<file path="config.mk">
export PLATFORM = sky130hd
export DESIGN_NAME = match_scorer
export DESIGN_NICKNAME = d
export VERILOG_FILES = /design/src/rtl/match_scorer.sv
export SDC_FILE = /design/constraint.sdc
export NUM_CORES = 1
export LEC_CHECK = 0
export CORE_MARGIN = 1
export CORE_UTILIZATION = 30
export DETAILED_ROUTE_END_ITERATION = 8
export HOLD_SLACK_MARGIN = 0.06
export PLACE_DENSITY = 0.52
export SETUP_SLACK_MARGIN = 0.02
export SYNTH_ARGS = -nofsm -noshare
export SYNTH_HDL_FRONTEND = slang
export SYNTH_SLANG_ARGS = --single-unit
</file>
<file path="constraint.sdc">
create_clock -name clk -period 3.1 [get_ports clk]
set_clock_uncertainty 0.1 [all_clocks]
set_input_delay 0.775 -clock clk [delete_from_list [all_inputs] [get_ports clk]]
set_output_delay 0.775 -clock clk [all_outputs]
set_load 0.01 [all_outputs]
</file>
<file path="src/rtl/match_scorer.sv">
// Two-player match scorer: serve countdown, goal detection,
// saturating scores and win-by-margin evaluation.

module match_scorer #(
    parameter int BALL_X_W    = 10,
    parameter int X_MIN       = 0,
    parameter int X_MAX       = 639,
    parameter int SCORE_W     = 7,
    parameter int SCORE_MAX   = 99,
    parameter int WIN_SCORE   = 11,
    parameter int WIN_BY_TWO  = 1,
    parameter int SERVE_DELAY = 60
) (
    input  logic                       clk,
    input  logic                       reset,
    input  logic                       start,
    input  logic                       frame_tick,
    input  logic                       ball_valid,
    input  logic signed [BALL_X_W-1:0] ball_x,
    output logic [SCORE_W-1:0]         score1,
    output logic [SCORE_W-1:0]         score2,
    output logic [1:0]                 point_pulse,
    output logic                       serve_req,
    output logic                       serve_dir,
    output logic                       game_over,
    output logic [1:0]                 winner,
    output logic [1:0]                 state
);

    localparam int CNT_W = $clog2(SERVE_DELAY + 1);
    localparam int SW1   = SCORE_W + 1;

    localparam logic [CNT_W-1:0]   CNT_LOAD = CNT_W'(SERVE_DELAY);
    localparam logic [CNT_W-1:0]   CNT_ONE  = CNT_W'(1);
    localparam logic [SCORE_W-1:0] S_MAX    = SCORE_W'(SCORE_MAX);
    localparam logic [SCORE_W-1:0] S_ONE    = SCORE_W'(1);
    localparam logic [SW1-1:0]     WIN_T    = SW1'(WIN_SCORE);
    localparam logic [SW1-1:0]     LEAD     = SW1'((WIN_BY_TWO != 0) ? 2 : 1);

    typedef enum logic [1:0] {
        IDLE  = 2'd0,
        SERVE = 2'd1,
        PLAY  = 2'd2,
        OVER  = 2'd3
    } fsm_t;

    fsm_t               fsm_q, fsm_d;
    logic [SCORE_W-1:0] s1_q, s1_d;
    logic [SCORE_W-1:0] s2_q, s2_d;
    logic [1:0]         pp_q, pp_d;
    logic               dir_q, dir_d;
    logic [1:0]         win_q, win_d;
    logic [CNT_W-1:0]   cnt_q, cnt_d;

    int                 bx;
    logic               goal_p1;
    logic               goal_p2;
    logic               sample;
    logic               tick_ok;
    logic [SCORE_W-1:0] inc1;
    logic [SCORE_W-1:0] inc2;
    logic [SW1-1:0]     p1_new;
    logic [SW1-1:0]     p1_opp;
    logic [SW1-1:0]     p2_new;
    logic [SW1-1:0]     p2_opp;
    logic               p1_wins;
    logic               p2_wins;

    // Goal detection: signed compare of the sign-extended ball position.
    always_comb begin
        bx      = int'(ball_x);
        goal_p1 = (bx < X_MIN);
        goal_p2 = (bx > X_MAX);
        sample  = (fsm_q == PLAY) && frame_tick && ball_valid;
        // A tick landing on the point_pulse cycle is not counted, so
        // point_pulse and serve_req can never coincide.
        tick_ok = (fsm_q == SERVE) && frame_tick && (pp_q == 2'b00);
    end

    // Post-increment scores and the win test against the opponent.
    always_comb begin
        inc1    = (s1_q >= S_MAX) ? S_MAX : s1_q + S_ONE;
        inc2    = (s2_q >= S_MAX) ? S_MAX : s2_q + S_ONE;
        p1_new  = {1'b0, inc1};
        p1_opp  = {1'b0, s2_q};
        p2_new  = {1'b0, inc2};
        p2_opp  = {1'b0, s1_q};
        p1_wins = (p1_new >= WIN_T) && (p1_new > p1_opp) &&
                  ((p1_new - p1_opp) >= LEAD);
        p2_wins = (p2_new >= WIN_T) && (p2_new > p2_opp) &&
                  ((p2_new - p2_opp) >= LEAD);
    end

    // Next-state and datapath updates; start overrides everything.
    always_comb begin
        fsm_d     = fsm_q;
        s1_d      = s1_q;
        s2_d      = s2_q;
        pp_d      = 2'b00;
        dir_d     = dir_q;
        win_d     = win_q;
        cnt_d     = cnt_q;
        serve_req = 1'b0;
        if (start) begin
            fsm_d = SERVE;
            s1_d  = '0;
            s2_d  = '0;
            dir_d = 1'b0;
            win_d = 2'b00;
            cnt_d = CNT_LOAD;
        end else begin
            unique case (fsm_q)
                IDLE: begin
                end
                SERVE: begin
                    if (tick_ok) begin
                        if (cnt_q <= CNT_ONE) begin
                            cnt_d     = '0;
                            serve_req = 1'b1;
                            fsm_d     = PLAY;
                        end else begin
                            cnt_d = cnt_q - CNT_ONE;
                        end
                    end
                end
                PLAY: begin
                    if (sample && goal_p1) begin
                        pp_d  = 2'b01;
                        s1_d  = inc1;
                        dir_d = 1'b1;
                        cnt_d = CNT_LOAD;
                        if (p1_wins) begin
                            fsm_d = OVER;
                            win_d = 2'b01;
                        end else begin
                            fsm_d = SERVE;
                        end
                    end else if (sample && goal_p2) begin
                        pp_d  = 2'b10;
                        s2_d  = inc2;
                        dir_d = 1'b0;
                        cnt_d = CNT_LOAD;
                        if (p2_wins) begin
                            fsm_d = OVER;
                            win_d = 2'b10;
                        end else begin
                            fsm_d = SERVE;
                        end
                    end
                end
                OVER: begin
                end
                default: begin
                end
            endcase
        end
    end

    // State, scores, pulse and counter registers.
    always_ff @(posedge clk or negedge reset) begin
        if (!reset) begin
            fsm_q <= IDLE;
            s1_q  <= '0;
            s2_q  <= '0;
            pp_q  <= 2'b00;
            dir_q <= 1'b0;
            win_q <= 2'b00;
            cnt_q <= '0;
        end else begin
            fsm_q <= fsm_d;
            s1_q  <= s1_d;
            s2_q  <= s2_d;
            pp_q  <= pp_d;
            dir_q <= dir_d;
            win_q <= win_d;
            cnt_q <= cnt_d;
        end
    end

    assign score1      = s1_q;
    assign score2      = s2_q;
    assign point_pulse = pp_q;
    assign serve_dir   = dir_q;
    assign game_over   = (fsm_q == OVER);
    assign winner      = win_q;
    assign state       = fsm_q;

endmodule

</file>
==> results_dict.tcl, run 1 <==
set metrics [dict create \
    vias 2436 \
    drtAntennaViolNets 0 \
    wirelength_mm 6.61 \
    cap_violations 0 \
    seqPwrFrac_pct 55.1 \
    dpl.hpwl_mm 5.14 \
    clk_pin_slew_worst_paths_ns 0.10 \
    drt-initial-drc-count 137 \
    swShare_pct 26.4 \
    crit_required_ns 3.17 \
    end_kind "register" \
    power.density_nw_per_um2 211 \
    final-hold-violation-count 0 \
    cellLeakagePower_uw 0.00132 \
    netlist_top_cells_area "dfrtp_1, ha_1, a21oi_1, nor2_1, inv_1" \
    die_w_um 91.0 \
    synth_top_area_share_pct 28.4 \
    cts_buffers 3 \
    firstDrtPassIters 5 \
    combPwrFrac_pct 13.1 \
    rows 32 \
    endpoint "state[1]$_DFFE_PN0P_" \
    grt_pass1_vias 2306 \
    stdcell_count 463 \
    grt_max_degree 28 \
    internal_power_uw 499 \
    insertion_delay_ns 0.28 \
    setup_ws_ns -0.0592 \
    antenna_found_initial 0 \
    fmax_mhz 317 \
    syn_nets 328 \
    vias_per_cell 5.26 \
    ff2ff_setup_slack_ns -0.06 \
    crit_start "score1[0]$_DFFE_PN0P_" \
    ys_seq_area_share_pct 28.4 \
    grt_util_all_layers_pct 16.3 \
    die_h_um 91.0 \
    cp.arrival_ns 3.23 \
    grt.busiest_layer "met2" \
    rsz0062_at_grt "yes" \
    drive_gt1_share_pct 22.2 \
    setup_violations 1 \
    routabilityCongestion 0.837 \
    period_share_pct 102 \
    p_switching_uw 179 \
    route.detailed.drc 0 \
    n_antenna_cell 0 \
    reg2reg_from "score1[0]$_DFFE_PN0P_" \
    start_util_pct 30.9 \
    async_flop_share_pct 100 \
    core_region_area_um2 7690 \
    synth_cell_types 67 \
    regToRegEndpoint "state[1]$_DFFE_PN0P_" \
    clkSinkCount 27 \
    power.share.clock_pct 31.8 \
    final_nets 394 \
    critPathKind "register to register" \
    cts_hold_buf 0 \
    numPortBuffers 28 \
    violations "negative setup slack" \
    utilization_pct 41.9 \
    synthCells 296 \
    cts_root_buffer "clkbuf_8" \
    min_period_ns 3.16 \
    ys_ff_latch 27 \
    syn_area_per_cell_um2 8.03 \
    min_path_type "register to register" \
    outcome "finished with violations" \
    num_io_pins 38 \
    reg2reg_depth 14 \
    post_drt_wl_per_cell_um 14.3 \
    synth-edff-count 0 \
    yosysWarnings 0 \
    met2_usage_pct 27.1 \
    met3_usage_pct 1.34 \
    dp.cells 452 \
    globalRouteOverflowTotal 0 \
    fill_cells 828 \
    syn_area_um2 2380 \
    peakVddDrop_v 0.000135 \
    cts_max_level 1 \
    synth_top_area_cell "dfrtp_1" \
    area_growth_pct 35.4 \
    ys.flop_type "dfrtp_1" \
    grt_util_met1_pct 22.7 \
    grt_pass1_wl_mm 11.0 \
    regArea_um2 677 \
    drv_slew 0 \
    multi_input_area_um2 1670 \
    ctsLongestPathBuffers 2 \
    die-area_um2 8280 \
    startpoint_type "register" \
    cts_tree "yes" \
    worst-path-max-fanout 3 \
]
## cells by family after synthesis
| kind of cell | share of synthesized area [%] |
|---|---|
| AO/OA/AOI/OAI | 26.1 |
| XOR/XNOR | 2.58 |
| adder cells (fa/ha/maj) | 10.0 |
| buffers and inverters | 5.95 |
| flip-flops | 28.4 |
| multiplexers | 2.32 |
| other | 0.158 |
| AND/OR/NAND/NOR | 24.5 |
## critical path, stage by stage (launching register included)
cell and delay, ns:
dfrtp_2 0.44, ha_4 0.18, nor2_4 0.09, a41oi_2 0.15
nor2_1 0.15, ha_2 0.19, inv_2 0.04, fa_2 0.37
inv_2 0.08, a2bb2oi_2 0.17, a211oi_2 0.06, o41a_1 0.36
o2111ai_2 0.20, o22ai_2 0.11, o41a_1 0.37
## cells in the mapped netlist, types with 2 or more instances
library cell  instances
nor2_1               30
dfrtp_1              27
a21oi_1              25
inv_1                23
nand2_1              22
ha_1                 15
o21ai_0              15
nand3_1              13
nor3_1               11
nor2b_1               7
a211oi_1              6
clkbuf_1              6
nand4_1               6
and3_1                5
nand2b_1              4
o22ai_1               4
xnor2_1               4
a31oi_1               3
o211ai_1              3
o21a_1                3
xor2_1                3
a21boi_0              2
a21boi_1              2
a21o_1                2
a221oi_1              2
a22o_1                2
and2_1                2
buf_2                 2
fa_1                  2
mux2_1                2
nor3b_1               2
o211a_1               2
o21bai_1              2
o41a_1                2
or2_2                 2
or3_1                 2
## layout by cell type, fill, tap and decap left out, drive strengths merged, types with 3 or more instances in the layout
master,n
dfrtp,27
nand4,6
nand2b,4
and3,6
nand2,22
o21a,3
o22ai,5
xor2,3
nand3,13
nor2,30
nor2b,7
o211ai,3
a21boi,4
a31oi,3
a211oi,6
clkdlybuf4s50,28
a21oi,25
xnor2,4
buf,44
nor3,11
o21ai,16
clkbuf,3
inv,24
ha,15
## layer usage
| metal | part of all wire, % | wire, µm |
|---|---|---|
| met1 | 49 | 3250 |
| met2 | 47 | 3090 |
| met3 | 3.2 | 211 |
| met4 | 0.98 | 65 |
| met5 | 0 | 0 |
## power groups by stage
stage          Combinational, µW  Clock, µW  Sequential, µW
6_report                    88.8        215             374
5_1_grt                      101        240             376
4_1_cts                     90.1        224             374
3_5_place_dp                89.4          0             381
3_3_place_gp                89.1          0             380
2_1_floorplan               45.7          0             381
## worst min-delay path by stage
stage,from,endpoint,cells past startpoint
2_1_floorplan,cnt_q[5]$_DFFE_PN0P_,cnt_q[5]$_DFFE_PN0P_,2
3_3_place_gp,winner[0]$_DFFE_PN0P_,winner[0]$_DFFE_PN0P_,1
3_5_place_dp,winner[0]$_DFFE_PN0P_,winner[0]$_DFFE_PN0P_,1
4_1_cts,cnt_q[5]$_DFFE_PN0P_,cnt_q[5]$_DFFE_PN0P_,2
5_1_grt,winner[0]$_DFFE_PN0P_,winner[0]$_DFFE_PN0P_,1
6_report,cnt_q[5]$_DFFE_PN0P_,cnt_q[5]$_DFFE_PN0P_,2
## state kept, by name, indices dropped and copies added (netlist names)
signal and cells:
score1 7, winner 2, state 2, score2 7
point_pulse 2, serve_dir 1, cnt_q 6
## per-stage QoR
stage	cell area [µm²]	power [µW]	setup slack (ns)	hold slack [ns]	TNS (ns)
6_report	3220	678	-0.0592	0.412	-0.0592
5_1_grt	3220	716	-0.194	0.433	-0.405
4_1_cts	3170	688	-0.0814	0.418	-0.0925
3_5_place_dp	3020	470	-0.172	0.378	-0.363
3_3_place_gp	3020	469	-0.114	0.388	-0.220
2_1_floorplan	2390	426	0.0238	0.364	0
## area by class of cell
type	count	share of cell area, %
multi-input cells	235	51.8
flip-flops and latches	27	21.0
repair buffers	72	19.0
well taps	102	3.96
inverters	23	2.68
clock buffers	3	1.28
clock inverters	1	0.272
## repair_timing
item / in CTS / in global routing
resized for setup: 16 / 8
hold endpoints to repair: 0 / 0
cloned: 0 / 0
buffers inserted: 5 / 2
pin swaps: 5 / 5
setup endpoints to repair: 3 / 3
Power figures use the tool's default switching activity.
==> inputs of run 2 (changes only) <==
MAX_ROUTING_LAYER = met4   (was default)
==> run 2 against run 1 <==
The run still ends with negative setup slack left. Utilization stayed put. Register-to-register slack hardly changed. First-iteration DRC count is 0.73% lower. Final cell count stayed put. Sequential cell count stayed put. Combinational power hardly changed. Power is 0.23% lower. Hold slack hardly changed. Maximum frequency hardly changed. Die area stayed put. Final area stayed put.
==> results_dict.tcl, run 2 (synthesis results as in run 1) <==
set metrics [dict create \
    outcome "finished with violations" \
    violations "negative setup slack" \
    cts_max_level 1 \
    start_util_pct 30.9 \
    rows 32 \
    rsz0062_at_grt "yes" \
    grt_pass1_vias 2303 \
    core_region_area_um2 7690 \
    dpl.hpwl_mm 5.14 \
    vias 2434 \
    die-area_um2 8280 \
    startpoint_type "register" \
    wirelength_mm 6.62 \
    final_nets 394 \
    fill_cells 828 \
    dp.cells 452 \
    cts_root_buffer "clkbuf_8" \
    antenna_found_initial 0 \
    n_antenna_cell 0 \
    routabilityCongestion 0.850 \
    fmax_mhz 316 \
    setup_violations 1 \
    drv_slew 0 \
    route.detailed.drc 0 \
    critPathTopFamily "compound AO/OA/AOI/OAI gates" \
    grt_pass1_wl_mm 11.0 \
    peakVddDrop_v 0.000135 \
    die_w_um 91.0 \
    grt.busiest_layer "met2" \
    final_common_cell "buf_4" \
    period_share_pct 102 \
    final_cell_mix "buf_4, nor2_1, clkdlybuf4s50_1" \
    final-hold-violation-count 0 \
    drive_gt1_share_pct 22.2 \
    ff2ff_setup_slack_ns -0.06 \
    end_kind "register" \
    power.density_nw_per_um2 210 \
    worst-path-max-fanout 3 \
    cts_buffers 3 \
    critPathKind "register to register" \
    min_period_ns 3.16 \
    cp_slowest_stage_delay_ns 0.44 \
    crit_required_ns 3.17 \
    setup_ws_ns -0.0622 \
    clk_pin_slew_worst_paths_ns 0.10 \
    placed_area_um2 3020 \
    post_drt_wl_per_cell_um 14.3 \
    globalRouteOverflowTotal 0 \
    numPortBuffers 28 \
    clkSinkCount 27 \
    firstDrtPassIters 4 \
    critPathBufInv 2 \
    stdcell_count 463 \
    cp.arrival_ns 3.23 \
    die_h_um 91.0 \
    final_area_um2 3220 \
    insertion_delay_ns 0.28 \
    crit_chain "ha_4 > nor2_4 > a41oi_2 > nor2_1 > ha_2 > inv_2 > fa_2 > inv_2 > a2bb2oi_2 > a211oi_2 > o41a_1 > o2111ai_2 > o22ai_2 > o41a_1" \
    drt-initial-drc-count 136 \
    num_io_pins 38 \
    vias_per_cell 5.26 \
    ctsLongestPathBuffers 2 \
    min_path_type "register to register" \
    met2_usage_pct 27.1 \
    cap_violations 0 \
    slowest_stage "dfrtp_2" \
    grt_util_met1_pct 22.9 \
    cts_tree "yes" \
    drtAntennaViolNets 0 \
    grt_util_all_layers_pct 16.8 \
    cellLeakagePower_uw 0.00132 \
    met3_usage_pct 1.01 \
    grt_max_degree 28 \
    area_growth_pct 35.4 \
]
run 2: cell counts in the layout (fill, tap and decap cells not counted):
No cell type changed its count.
run 2: worst min-delay path, delay by kind of cell, from the launching register on:
kind	cells	cell delay, ns
flops	1	0.36
compound gates	2	0.12
run 2: area by class of cell:
type,count,area (µm²),area share [%]
Clock buffer,3,41.3,1.28
Clock inverter,1,8.76,0.272
Inverter,23,86.3,2.68
Multi-Input combinational cell,235,1670,51.8
Sequential cell,27,677,21.0
Tap cell,102,128,3.96
Timing Repair Buffer,72,611,19.0
run 2: power breakdown:
group | leakage (µW) | internal (µW) | total, µW | switching (µW)
clock network | 0.0000261 | 94.5 | 214 | 119
registers | 0.000347 | 362 | 374 | 12.0
logic | 0.000951 | 42.9 | 88.8 | 45.9
total | 0.00132 | 499 | 676 | 177
run 2: worst paths after layout:
check                                       from                        to  cells after the start
max reg2reg                score1[0]$_DFFE_PN0P_      state[1]$_DFFE_PN0P_                     14
min                         cnt_q[5]$_DFFE_PN0P_      cnt_q[5]$_DFFE_PN0P_                      2
max in group asynchronous                  reset     score1[0]$_DFFE_PN0P_                      2
max                        score1[0]$_DFFE_PN0P_      state[1]$_DFFE_PN0P_                     14
min in group asynchronous                  reset  point_pulse[1]$_DFF_PN0_                      2
min reg2reg                 cnt_q[5]$_DFFE_PN0P_      cnt_q[5]$_DFFE_PN0P_                      2
run 2: metal layers:
metal / vias up / part of all wire (%) / wire (µm)
met5: - / 0 / 0
met4: 0 / 0.65 / 43
met3: 2 / 3.4 / 222
met2: 55 / 47 / 3130
met1: 1156 / 49 / 3230
li1: 1221 / - / -
run 2: repair_timing:
action / CTS / global route
resized for setup: 16 / 8
gates cloned: 0 / 0
setup buffers: 5 / 2
hold buffers: 0 / 0
endpoints found under the setup margin: 3 / 3
pin swaps: 5 / 5
run 2: metrics by stage:
stage	setup WS [ns]	power, µW	TNS [ns]	hold WS [ns]	util [%]
final	-0.0622	676	-0.0622	0.412	41.9
after global placement	-0.114	469	-0.220	0.388	39.3
after detailed placement	-0.172	470	-0.363	0.378	39.3
after floorplan	0.0238	426	0	0.364	-
after global routing	-0.194	716	-0.405	0.433	41.9
after CTS	-0.0814	688	-0.0925	0.418	41.2
==> inputs of run 3 (changes only) <==
CORE_MARGIN = 1.5   (was 1)
CORE_UTILIZATION = 40   (was 30)
PLACE_DENSITY = 0.65   (was 0.52)
SETUP_SLACK_MARGIN = 0.2   (was 0.02)
==> run 3 against run 2 <==
The flow now finishes without violations. Critical path type unchanged. Register-to-register slack gained 0.06 ns. Largest power group unchanged. Setup slack gained 0.064 ns. Maximum frequency rose by 2.1%. Combinational power hardly changed. Critical endpoint unchanged. Highest routed layer unchanged.
==> results_dict.tcl, run 3 (synthesis results as in run 1) <==
set metrics [dict create \
    outcome "finished, final reports clean" \
    start_util_pct 42.4 \
    fmax_mhz 323 \
    die_h_um 80.1 \
    crit_required_ns 3.18 \
    final-hold-violation-count 0 \
    dpl.hpwl_mm 5.07 \
    insertion_delay_ns 0.29 \
    cts_tree "yes" \
    worst-path-max-fanout 3 \
    core_region_area_um2 5610 \
    setup_violations 0 \
    cts_root_buffer "clkbuf_8" \
    grt_pass1_vias 2301 \
    numPortBuffers 28 \
    cellLeakagePower_uw 0.00127 \
    final_area_um2 3090 \
    firstDrtPassIters 4 \
    final_common_cell "buf_4" \
    drt-initial-drc-count 168 \
    period_share_pct 100 \
    vias_per_cell 5.56 \
    num_io_pins 38 \
    wirelength_mm 6.50 \
    vias 2351 \
    clkSinkCount 27 \
    grt_util_all_layers_pct 22.6 \
    route.detailed.drc 0 \
    min_path_type "register to register" \
    seqPwrFrac_pct 54.8 \
    final_cell_mix "buf_4, nor2_1, clkdlybuf4s50_1" \
    grt_pass1_wl_mm 11.0 \
    grt_max_degree 28 \
    tns_ns 0 \
    n_antenna_cell 0 \
    ctsLongestPathBuffers 2 \
    combPwrFrac_pct 13.0 \
    die-area_um2 6410 \
    drv_slew 0 \
    rows 27 \
    min_period_ns 3.10 \
    drtAntennaViolNets 0 \
    post_drt_wl_per_cell_um 15.4 \
    placed_area_um2 2960 \
    clk_pin_slew_worst_paths_ns 0.11 \
    cap_violations 0 \
    drive_gt1_share_pct 19.1 \
    setup_ws_ns 0.00150 \
    rsz0062_at_grt "yes" \
    die_w_um 80.1 \
    final_nets 384 \
    cts_buffers 3 \
    place_ws_ns -0.0568 \
    power.density_nw_per_um2 221 \
    cp.arrival_ns 3.18 \
    globalRouteOverflowTotal 0 \
    p_switching_uw 185 \
    startpoint_type "register" \
    swShare_pct 27.0 \
    area_growth_pct 30.1 \
    internal_power_uw 500 \
    antenna_found_initial 0 \
    end_kind "register" \
    critPathKind "register to register" \
    peakVddDrop_v 0.000260 \
    cts_hold_buf 0 \
    routabilityCongestion 0.903 \
    cts_max_level 1 \
    power.share.clock_pct 32.2 \
]
## run 3: path summary, 6_finish.rpt
path                                       startpoint  slack, ns  cells past startpoint                     to
worst min register to register   cnt_q[5]$_DFFE_PN0P_       0.41                      2   cnt_q[5]$_DFFE_PN0P_
max in group asynchronous                       reset       1.85                      2  score1[1]$_DFFE_PN0P_
min in group asynchronous                       reset       0.76                      2   cnt_q[1]$_DFFE_PN0P_
worst max-delay path            score1[1]$_DFFE_PN0P_      0.002                     14   state[1]$_DFFE_PN0P_
worst max register to register  score1[1]$_DFFE_PN0P_      0.002                     14   state[1]$_DFFE_PN0P_
worst min-delay path             cnt_q[5]$_DFFE_PN0P_       0.41                      2   cnt_q[5]$_DFFE_PN0P_
## run 3: final cells by class
cell class | count | area (µm²)
well taps | 72 | 90.1
multi-input cells | 235 | 1640
repair buffers | 62 | 547
clock buffers | 3 | 41.3
flip-flops and latches | 27 | 678
inverters | 23 | 86.3
fillers | 571 | 2520
clock inverters | 1 | 8.76
## run 3: worst max-delay path: stages, from the launching register on
cell and delay, ns:
dfrtp_2 0.46, ha_4 0.18, nor2_4 0.10, a41oi_2 0.14, nor2_1 0.12, ha_2 0.18
inv_2 0.04, fa_2 0.35, inv_2 0.07, a2bb2oi_2 0.18, a211oi_2 0.05, o41a_1 0.35
o2111ai_2 0.19, o22ai_2 0.12, o41a_1 0.37
## run 3: metrics by stage
| stage | instances | total power (µW) | util [%] | hold WS, ns |
|---|---|---|---|---|
| 2_1_floorplan | 296 | 426 | - | 0.364 |
| 5_1_grt | 423 | 723 | 55.1 | 0.448 |
| 3_3_place_gp | 414 | 469 | 52.7 | 0.388 |
| 6_report | 423 | 684 | 55.1 | 0.411 |
| 3_5_place_dp | 414 | 471 | 52.7 | 0.388 |
| 4_1_cts | 423 | 694 | 54.9 | 0.414 |
## run 3: metal layers
layer  vias up  wire length [µm]  track usage (%)
li1       1189                 -                -
met5         -                 0                -
met4         0                61             4.31
met2        54              3090             35.9
met1      1102              3070             31.0
met3         6               282             2.95
## run 3: power groups by stage
stage / Combinational, µW / Sequential, µW / Clock (µW)
final: 89.0 / 375 / 220
after global routing: 101 / 377 / 245
after CTS: 90.2 / 375 / 229
after detailed placement: 89.2 / 381 / 0
after global placement: 87.7 / 381 / 0
after floorplan: 45.9 / 381 / 0
## run 3: repair_timing
item / in CTS / in global routing
pin swaps: 6 / 1
endpoints found under the hold margin: 0 / 0
setup endpoints to repair: 4 / 3
buffers inserted: 5 / 0
gates resized for setup: 8 / 4
